<file path="src/rtl/fifo_rd_rr_scheduler.sv">
// fifo_rd_rr_scheduler: drains NumFifos async FIFOs round-robin, in bursts of up to MaxBurst words, into one valid/ready stream.
// Define FIFO_SCHED_STRICT_PRIO_EN to give FIFO 0 strict, preempting priority over the round-robin set.
module fifo_rd_rr_scheduler #(
   parameter int NumFifos = 4,
   parameter int DataWidth = 32,
   parameter int MaxBurst = 4,
   localparam int IdxWidth = (NumFifos > 1) ? $clog2(NumFifos) : 1,
   localparam int CntWidth = $clog2(MaxBurst + 1)
) (
   input  logic                          rd_clk,
   input  logic                          rd_rst,
   input  logic [NumFifos-1:0]           fifo_empty,
   input  logic [NumFifos*DataWidth-1:0] fifo_data,
   output logic [NumFifos-1:0]           fifo_rd_req,
   output logic                          out_valid,
   input  logic                          out_ready,
   output logic [DataWidth-1:0]          out_data,
   output logic [IdxWidth-1:0]           out_src,
   output logic                          busy
);
   typedef enum logic {IDLE, BURST} state_e;
   state_e state_q, state_d;
   logic [IdxWidth-1:0] grant_q, grant_d, rr_ptr_q, rr_ptr_d, out_src_q, out_src_d, rr_sel, sel;
   logic [CntWidth-1:0] burst_cnt_q, burst_cnt_d;
   logic [DataWidth-1:0] out_data_q, out_data_d;
   logic out_valid_q, out_valid_d, pop, last, preempt, rr_hold;

   function automatic int wrap(input int v);
      return (v >= NumFifos) ? v - NumFifos : v;
   endfunction

   // Lowest offset from rr_ptr wins, so scan offsets from the far end down.
   always_comb begin
      rr_sel = rr_ptr_q;
      for (int k = NumFifos - 1; k >= 0; k--)
         if (!fifo_empty[wrap(int'(rr_ptr_q) + k)]) rr_sel = IdxWidth'(wrap(int'(rr_ptr_q) + k));
   end

`ifdef FIFO_SCHED_STRICT_PRIO_EN
   assign sel     = !fifo_empty[0] ? '0 : rr_sel;
   assign preempt = (grant_q != '0) && !fifo_empty[0];
   assign rr_hold = grant_q == '0;
`else
   assign sel     = rr_sel;
   assign preempt = 1'b0;
   assign rr_hold = 1'b0;
`endif

   assign pop  = (state_q == BURST) && !fifo_empty[grant_q] && (!out_valid_q || out_ready);
   assign last = burst_cnt_q == CntWidth'(MaxBurst - 1);

   always_comb begin
      state_d     = state_q;
      grant_d     = grant_q;
      rr_ptr_d    = rr_ptr_q;
      burst_cnt_d = burst_cnt_q;
      out_valid_d = out_valid_q && !out_ready;
      out_data_d  = out_data_q;
      out_src_d   = out_src_q;
      fifo_rd_req = '0;
      fifo_rd_req[grant_q] = pop && !rd_rst;
      if (state_q == IDLE) begin
         if (!(&fifo_empty)) begin
            grant_d     = sel;
            burst_cnt_d = '0;
            state_d     = BURST;
         end
      end else begin
         if (pop) begin
            out_valid_d = 1'b1;
            out_data_d  = fifo_data[int'(grant_q)*DataWidth +: DataWidth];
            out_src_d   = grant_q;
            burst_cnt_d = burst_cnt_q + 1'b1;
         end
         if ((pop && last) || fifo_empty[grant_q] || preempt) begin
            state_d  = IDLE;
            rr_ptr_d = rr_hold ? rr_ptr_q : (grant_q == IdxWidth'(NumFifos - 1)) ? '0 : grant_q + 1'b1;
         end
      end
   end

   always_ff @(posedge rd_clk) begin
      if (rd_rst) begin
         state_q     <= IDLE;
         grant_q     <= '0;
         rr_ptr_q    <= '0;
         burst_cnt_q <= '0;
         out_valid_q <= 1'b0;
         out_data_q  <= '0;
         out_src_q   <= '0;
      end else begin
         state_q     <= state_d;
         grant_q     <= grant_d;
         rr_ptr_q    <= rr_ptr_d;
         burst_cnt_q <= burst_cnt_d;
         out_valid_q <= out_valid_d;
         out_data_q  <= out_data_d;
         out_src_q   <= out_src_d;
      end
   end

   assign out_valid = out_valid_q;
   assign out_data  = out_data_q;
   assign out_src   = out_src_q;
   assign busy      = state_q == BURST;
endmodule

</file>
<file path="config.mk">
export PLATFORM = sky130hd
export DESIGN_NAME = fifo_rd_rr_scheduler
export DESIGN_NICKNAME = d
export VERILOG_FILES = /design/src/rtl/fifo_rd_rr_scheduler.sv
export SDC_FILE = /design/constraint.sdc
export NUM_CORES = 1
export LEC_CHECK = 0
export BUFFER_PORTS_ARGS = -buffer_cell sky130_fd_sc_hd__buf_4
export CAP_MARGIN = 20
export CELL_PAD_IN_SITES_DETAIL_PLACEMENT = 0
export CELL_PAD_IN_SITES_GLOBAL_PLACEMENT = 2
export CORE_MARGIN = 2
export CORE_UTILIZATION = 24
export DETAILED_ROUTE_END_ITERATION = 8
export PLACE_DENSITY_LB_ADDON = 0.1
export SLEW_MARGIN = 20
export SYNTH_ARGS = -nofsm -noshare
export SYNTH_HDL_FRONTEND = slang
export SYNTH_SLANG_ARGS = --single-unit
export TNS_END_PERCENT = 1
</file>
<file path="constraint.sdc">
create_clock -name rd_clk -period 3.35 [get_ports rd_clk]
set_clock_uncertainty 0.1 [all_clocks]
set_input_delay 0.67 -clock rd_clk [delete_from_list [all_inputs] [get_ports rd_clk]]
set_output_delay 0.67 -clock rd_clk [all_outputs]
set_load 0.02 [all_outputs]
</file>
==> results of run 1 <==
-- final cells by class --
cell class	count	share of cell area, %
clock buffers	6	1.79
inverters	5	0.463
multi-input cells	190	39.0
flip-flops and latches	43	21.3
well taps	136	4.20
repair buffers	178	33.3
-- worst max path at each step --
stage | from | end | depth (start not counted)
after global routing | grant_q[0] | fifo_rd_req[0] | 5
after floorplan | fifo_empty[3] | fifo_rd_req[0] | 4
after CTS | fifo_empty[3] | fifo_rd_req[0] | 5
after detailed placement | fifo_empty[3] | fifo_rd_req[0] | 5
final | fifo_empty[3] | fifo_rd_req[0] | 5
after global placement | fifo_empty[3] | fifo_rd_req[0] | 5
-- metal layers --
metal	wire [µm]	vias to the layer above	GRT usage (%)
met5	0	-	0
met4	59	0	3.53
met3	851	4	4.44
met2	4060	117	26.0
met1	3050	1161	16.0
li1	-	1268	-
-- through the flow --
stage | cells | total power [W] | worst slack [ns]
detailed placement | 552 | 0.00109 | 0.466
global route | 558 | 0.00147 | 0.344
finish | 558 | 0.00138 | 0.462
CTS | 558 | 0.00141 | 0.460
global placement | 552 | 0.00109 | 0.482
floorplan | 258 | 0.000859 | 0.353
-- flip-flops by register name, summed over array words and instances (netlist names) --
signal / flops
burst_cnt_q: 3
busy: 1
grant_q: 2
out_data: 32
out_src: 2
out_valid: 1
rr_ptr_q: 2
-- power by group through the flow --
stage	Clock, W	Combinational [W]	Sequential [W]
after global routing	0.000343	0.000545	0.000579
after floorplan	0	0.000239	0.000620
after detailed placement	0	0.000503	0.000585
final	0.000311	0.000492	0.000573
after CTS	0.000329	0.000504	0.000573
after global placement	0	0.000503	0.000583
-- cells by family (layout without fill, tap and decap cells) --
group | after synthesis | count (layout) | share of synthesized area, %
AND/OR/NAND/NOR | 92 | 92 | 15.5
AO/OA/AOI/OAI | 53 | 53 | 11.6
flip-flops | 43 | 43 | 33.7
multiplexers | 39 | 39 | 31.6
buffers and inverters | 25 | 189 | 4.70
adder cells (fa/ha/maj) | 6 | 6 | 2.94
-- cells in the final DEF (no fill, tap or decap), types with 2 or more instances in the layout --
cell / n
buf_4: 177
nand2_1: 72
a21oi_1: 42
dfxtp_1: 41
mux4_2: 33
ha_1: 6
inv_1: 5
clkbuf_8: 5
nor3b_1: 4
nand2b_1: 4
mux2i_1: 4
nor2_1: 4
nor2b_1: 3
mux2_2: 2
nand3_1: 2
o21ai_0: 2
dfxtp_2: 2
-- critical path, stage by stage --
cell and delay, ns:
buf_4 0.14, mux4_2 0.53, or3_4 0.38, nor3b_1 0.22, buf_4 0.18
==> impl_metrics.tcl, run 1 <==
set metrics [dict create \
    placed_area_um2 3980 \
    drtAntennaViolNets 0 \
    whs_ns 0.354 \
    sequentialPowerShare_pct 41.6 \
    cap_violations 0 \
    layout.nets 564 \
    grt_max_degree 50 \
    worst_slew_pin_slew_ns 0.684 \
    netlist_area_um2 2550 \
    crit_path_start_kind "input port" \
    fillCellCount 1038 \
    synth.distinct_cells 30 \
    synth_cells 258 \
    p_switching_w 0.000413 \
    synth_area_leaders "dfxtp_1, mux4_2, nand2_1" \
    wirelength_um 8020 \
    clkLatencyLatePin_ns 0.29 \
    rsz0062_at_grt "false" \
    ir_worst_vdd_mv 0.155 \
    min_to "out_data[17]" \
    async_flop_share_pct 0 \
    die_area_um2 11500 \
    multiInputGateArea_um2 1580 \
    synth.avg_cell_area_um2 9.90 \
    clk_path_buf_depth 2 \
    internal-power_w 0.000962 \
    outcome "finished clean" \
    p_leak_nw 1.71 \
    hold_buffers 0 \
    drt_iter0_markers 91 \
    combPwrFrac_pct 35.7 \
    postCtsSetupRepairBufs 0 \
    drv_slew 0 \
    hold_path.class "flip-flop to flip-flop" \
    max_freq_mhz 346 \
    grt_pass1_wl_um 13000 \
    utilization_pct 39.3 \
    yosys-top-cells-count "nand2_1, dfxtp_1, a21oi_1, mux4_2, buf_2" \
    switching_share_pct 30.0 \
    fin_crit_sh_pct 86.2 \
    final-seq-area_um2 863 \
    hold_violations 0 \
    clkTransAtPathRegs_ns 0.07 \
    critPathMaxFanout 8 \
    synth_top_area_cell "dfxtp_1" \
    antennaDiodeCount 0 \
    p_per_area_nw_per_um2 339 \
    regToRegSetupSlack_ns 1.21 \
    reg2regPathDepth 5 \
    drive_above_1_share_pct 52.6 \
    final.setup.tns_ns 0 \
    cts_root_buffer "clkbuf_8" \
    die_x_um 107 \
    synth.most_common_cell "nand2_1" \
    core_um2 10300 \
    maxSlewHeadroom_pct 54.4 \
    worstPathRequired_ns 2.58 \
    drc_errors 0 \
    track_usage_pct 14.3 \
    port_buffers 174 \
    yosysTopAreaCellShare_pct 33.7 \
    setup_viol 0 \
    start_util_pct 24.7 \
    ys_ff_latch 43 \
    pwr-share-clk_pct 22.6 \
    vias 2550 \
    crit_type "input port to output pin" \
    synth_edf_count 0 \
    cts_tree "yes" \
    area_delta_synth_final_pct 58.7 \
    ys.flop_type "dfxtp_1" \
    cts.repair.resized 0 \
    period_minus_slack_ns 2.89 \
    antenna_found_initial 0 \
    syn-num-nets 399 \
    htreeDepth 2 \
    grt-ovfl-total 0 \
    reg2reg_to "burst_cnt_q[0]" \
    clock_sinks 43 \
    hpwl_um 5840 \
    io_pins 175 \
    yosysSeqAreaShare_pct 33.7 \
    min_delay_path_depth 2 \
    finalInstanceArea_um2 4050 \
    wl_per_cell_um 14.4 \
    vias_per_cell 4.57 \
    yosys_warnings 0 \
    crit_arrival_ns 2.12 \
    place_congestion 0.719 \
    dr.pass1.iters 4 \
    first_global_vias 2709 \
    cts_made_buffers 5 \
    die_h_um 107 \
    rows 37 \
    end_kind "output pin" \
    r2r-start "grant_q[0]" \
    hp-start "out_data[17]" \
]
Note: power is estimated with default switching activity, not from simulation.
==> run 2, diff against run 1 <==
--- a/config.mk
+++ b/config.mk
@@ -10,7 +10,8 @@
 export CELL_PAD_IN_SITES_DETAIL_PLACEMENT = 0
 export CELL_PAD_IN_SITES_GLOBAL_PLACEMENT = 2
 export CORE_MARGIN = 2
-export CORE_UTILIZATION = 24
+export CORE_UTILIZATION = 25
+export CTS_BUF_LIST = sky130_fd_sc_hd__clkbuf_4
 export DETAILED_ROUTE_END_ITERATION = 8
 export PLACE_DENSITY_LB_ADDON = 0.1
 export SLEW_MARGIN = 20
==> run 2 against run 1 <==
Clock-buffer cell count is the same. Core utilization increased by 1.6 points. Highest routed layer unchanged. Clock power is 20% lower. Critical path type unchanged.
==> impl_metrics.tcl, run 2 (synthesis gave the netlist of run 1 again) <==
set metrics [dict create \
    largest_reg_flops 32 \
    area_delta_synth_final_pct 57.8 \
    vias 2553 \
    antenna_found_initial 0 \
    grt_max_degree 50 \
    hold_path.class "flip-flop to flip-flop" \
    cts_root_buffer "clkbuf_4" \
    critPathMaxFanout 13 \
    rsz0062_at_grt "false" \
    outcome "finished clean" \
    final_cell_mix "buf_4, nand2_1, a21oi_1" \
    regToRegSetupSlack_ns 1.18 \
    antennaDiodeCount 0 \
    hold_buffers 0 \
    critPathSlowestCell "mux4_2" \
    track_usage_pct 14.6 \
    place_congestion 0.730 \
    htreeDepth 2 \
    drv_slew 0 \
    start_util_pct 25.9 \
    cpPeakStageDelay_ns 0.53 \
    clkLatencyLatePin_ns 0.35 \
    final-seq-area_um2 863 \
    first_global_vias 2667 \
    r2r-start "grant_q[0]" \
    grt_pass1_wl_um 13000 \
    die_x_um 105 \
    postCtsSetupRepairBufs 0 \
    drt_iter0_markers 89 \
    cts_made_buffers 5 \
    grt-ovfl-total 0 \
    drtAntennaViolNets 0 \
    multiInputGateArea_um2 1580 \
    crit_path_start_kind "input port" \
    cts_tree "yes" \
    clock_sinks 43 \
    port_buffers 174 \
    fin_crit_sh_pct 88.0 \
    whs_ns 0.361 \
    p_leak_nw 1.70 \
    cap_violations 0 \
    crit_arrival_ns 2.18 \
    worst_slew_pin_slew_ns 0.696 \
    hpwl_um 5850 \
    layout.cells.most_common "buf_4" \
    wl_per_cell_um 14.3 \
    crit_type "input port to output pin" \
    drive_above_1_share_pct 52.6 \
    hold_violations 0 \
    dr.pass1.iters 2 \
    drc_errors 0 \
    maxSlewHeadroom_pct 53.6 \
    crit_chain "buf_4 > mux4_2 > or3_4 > nor3b_1 > buf_4" \
    clkTransAtPathRegs_ns 0.11 \
    fillCellCount 993 \
    p_per_area_nw_per_um2 327 \
    vias_per_cell 4.58 \
    clk_path_buf_depth 2 \
    io_pins 175 \
    core_um2 9860 \
    period_minus_slack_ns 2.95 \
    end_kind "output pin" \
    ir_worst_vdd_mv 0.129 \
    wirelength_um 7970 \
    cp_common_cell "buf_4" \
    worstPathRequired_ns 2.58 \
    rows 36 \
    startpoint "fifo_empty[3]" \
    final.setup.tns_ns 0 \
    die_h_um 105 \
    setup_viol 0 \
    cts.repair.resized 0 \
    layout.nets 564 \
    die_area_um2 11000 \
    max_freq_mhz 339 \
    hp-start "out_data[2]" \
]
## run 2: changes by cell type in the layout (fill, tap and decap cells not counted)
cell,previous run,this run
clkbuf_4,0,6
clkbuf_8,5,0
clkinv_1,0,2
clkbuf_1,1,0
## run 2: worst paths after layout
| path | end | depth (start not counted) |
|---|---|---|
| worst max-delay path | fifo_rd_req[0] | 5 |
| worst min-delay path | out_data[2] | 2 |
| worst max register to register | burst_cnt_q[0] | 5 |
| worst min register to register | out_data[2] | 2 |
## run 2: power breakdown
| group | internal, W | leakage (nW) | switching (W) |
|---|---|---|---|
| Combinational | 0.000274 | 1.32 | 0.000218 |
| Sequential | 0.000549 | 0.351 | 0.0000239 |
| Clock | 0.0000862 | 0.0307 | 0.000164 |
| Total | 0.000910 | 1.70 | 0.000406 |
## run 2: worst max-delay path, delay by kind of cell
family / cells / cell delay, ns
buf+inv: 2 / 0.30
simple gates: 2 / 0.67
mux: 1 / 0.53
## run 2: layer usage
| metal | global-route usage [%] | wire length (µm) | up-vias |
|---|---|---|---|
| met4 | 3.14 | 73 | 0 |
| li1 | - | - | 1267 |
| met2 | 25.7 | 4060 | 103 |
| met1 | 17.7 | 3280 | 1178 |
| met3 | 3.99 | 559 | 5 |
| met5 | 0 | 0 | - |
## run 2: final cells by class
| type | count | share of cell area (%) |
|---|---|---|
| clock buffer | 6 | 1.12 |
| timing repair buffer | 178 | 33.5 |
| clock inverter | 2 | 0.186 |
| tap | 133 | 4.13 |
| inverter | 5 | 0.466 |
| multi-input combinational | 190 | 39.2 |
| sequential | 43 | 21.4 |
## run 2: per-stage QoR
step	util [%]	instance area [µm²]	total power (W)	setup slack, ns	std cells
5_1_grt	40.8	4030	0.00141	0.263	557
2_1_floorplan	-	2550	0.000859	0.353	258
4_1_cts	40.8	4030	0.00135	0.385	557
3_3_place_gp	40.3	3980	0.00108	0.403	549
6_report	40.8	4030	0.00132	0.402	557
3_5_place_dp	40.3	3980	0.00109	0.388	549
==> run 3, diff against run 2 <==
--- a/config.mk
+++ b/config.mk
@@ -9,11 +9,11 @@
 export CAP_MARGIN = 20
 export CELL_PAD_IN_SITES_DETAIL_PLACEMENT = 0
 export CELL_PAD_IN_SITES_GLOBAL_PLACEMENT = 2
-export CORE_MARGIN = 2
+export CORE_MARGIN = 1
 export CORE_UTILIZATION = 25
 export CTS_BUF_LIST = sky130_fd_sc_hd__clkbuf_4
 export DETAILED_ROUTE_END_ITERATION = 8
-export PLACE_DENSITY_LB_ADDON = 0.1
+export PLACE_DENSITY = 0.85
 export SLEW_MARGIN = 20
 export SYNTH_ARGS = -nofsm -noshare
 export SYNTH_HDL_FRONTEND = slang
==> run 3 against run 2 <==
Clock power increased by 31%. Sequential cell count unchanged. Cell count unchanged. Largest cell class unchanged. Highest routed layer unchanged.
==> impl_metrics.tcl, run 3 (synthesis gave the netlist of run 1 again) <==
set metrics [dict create \
    outcome "finished clean" \
    cp_num_buf_inv 2 \
    maxSlewHeadroom_pct 54.3 \
    cap_violations 0 \
    htreeDepth 2 \
    rows 36 \
    critPathMaxFanout 19 \
    rsz0062_at_grt "false" \
    port_buffers 174 \
    drv_slew 0 \
    worstPathRequired_ns 2.58 \
    cts.repair.resized 0 \
    wl_met2_um 4250 \
    ir_worst_vdd_mv 0.162 \
    startpoint "fifo_empty[3]" \
    place_congestion 0.783 \
    antenna_found_initial 0 \
    postCtsSetupRepairBufs 0 \
    cpPeakStageDelay_ns 0.53 \
    drc_errors 0 \
    die_h_um 103 \
    clkLatencyLatePin_ns 0.35 \
    clock_sinks 43 \
    p_leak_nw 1.71 \
    io_pins 175 \
    r2r-start "grant_q[0]" \
    worst_slew_pin_slew_ns 0.685 \
    crit_family "simple AND/OR/NAND/NOR gates" \
    clkTransAtPathRegs_ns 0.13 \
    met3_wirelength_um 490 \
    grt_max_degree 50 \
    p_per_area_nw_per_um2 344 \
    grt_pass1_wl_um 12600 \
    final_cell_mix "buf_4, nand2_1, a21oi_1" \
    track_usage_pct 15.3 \
    drive_above_1_share_pct 52.8 \
    critPathSlowestCell "mux4_2" \
    final.setup.tns_ns 0 \
    core_um2 9820 \
    first_global_vias 2602 \
    grt-ovfl-total 0 \
    hold_path.class "flip-flop to flip-flop" \
    crit_path_start_kind "input port" \
    largest_reg_flops 32 \
    crit_type "input port to output pin" \
    wirelength_um 8200 \
    dr.pass1.iters 5 \
    top_layer_used "met4" \
    setup_viol 0 \
    hold_buffers 0 \
    cts_root_buffer "clkbuf_4" \
    layout.nets 564 \
    clk_path_buf_depth 2 \
    whs_ns 0.364 \
    cts_tree "yes" \
    fin_crit_sh_pct 89.1 \
    antennaDiodeCount 0 \
    vias 2635 \
    wl_per_cell_um 14.7 \
    crit_arrival_ns 2.21 \
    period_minus_slack_ns 2.98 \
    area_delta_synth_final_pct 58.2 \
    layout.cells.most_common "buf_4" \
    crit_chain "buf_4 > mux4_2 > or3_4 > nor3b_1 > buf_4" \
    cp_common_cell "buf_4" \
    max_freq_mhz 335 \
    end_kind "output pin" \
    hold_violations 0 \
    hp-start "out_data[13]" \
    wl_met1_um 3290 \
    hpwl_um 6250 \
    vias_per_cell 4.73 \
    drtAntennaViolNets 0 \
    cts_made_buffers 5 \
    power_w 0.00139 \
    start_util_pct 26.0 \
    die_x_um 103 \
    drt_iter0_markers 46 \
    die_area_um2 10600 \
]
==> run 3: changes by cell type in the layout (fill, tap and decap cells not counted), sizes merged <==
| cell | previous run | this run |
|---|---|---|
| bufinv | 0 | 1 |
| clkbuf | 6 | 5 |
==> run 3: metrics by stage <==
stage	utilization, %	area (µm²)	worst slack [ns]	std cells
after floorplan	-	2550	0.353	258
after global placement	40.4	3960	0.375	549
after detailed placement	40.4	3960	0.367	549
after CTS	41.1	4040	0.359	557
after global routing	41.1	4040	0.255	557
final	41.1	4040	0.366	557
==> run 3: final cells by class <==
class | count | area [µm²]
clock inverters | 3 | 38.8
clock buffers | 5 | 37.5
inverters | 5 | 18.8
repair buffers | 178 | 1340
well taps | 133 | 166
fillers | 1013 | 5780
flip-flops and latches | 43 | 863
multi-input cells | 190 | 1580
==> run 3: worst paths after layout <==
| path | to | slack, ns | depth (start not counted) |
|---|---|---|---|
| setup / recovery | fifo_rd_req[0] | 0.37 | 5 |
| hold / removal | out_data[13] | 0.36 | 2 |
| setup reg to reg | burst_cnt_q[0] | 1.17 | 5 |
| hold reg to reg | out_data[13] | 0.36 | 2 |
==> run 3: where the power goes <==
| group | internal, W | leakage (nW) | total, W | switching, W |
|---|---|---|---|---|
| Combinational | 0.000271 | 1.32 | 0.000491 | 0.000220 |
| Sequential | 0.000549 | 0.351 | 0.000573 | 0.0000235 |
| Clock | 0.000154 | 0.0426 | 0.000327 | 0.000174 |
==> run 3: layer usage <==
metal	GRT usage [%]	vias to the layer above
met5	0	-
met4	5.20	0
met2	26.3	112
met3	3.12	14
li1	-	1265
met1	19.1	1244
==> run 3: tightest hold or removal path, delay by kind of cell (launching register included) <==
family | cells | cell delay [ns]
compound gates | 1 | 0.05
flops | 1 | 0.33
simple gates | 1 | 0.05
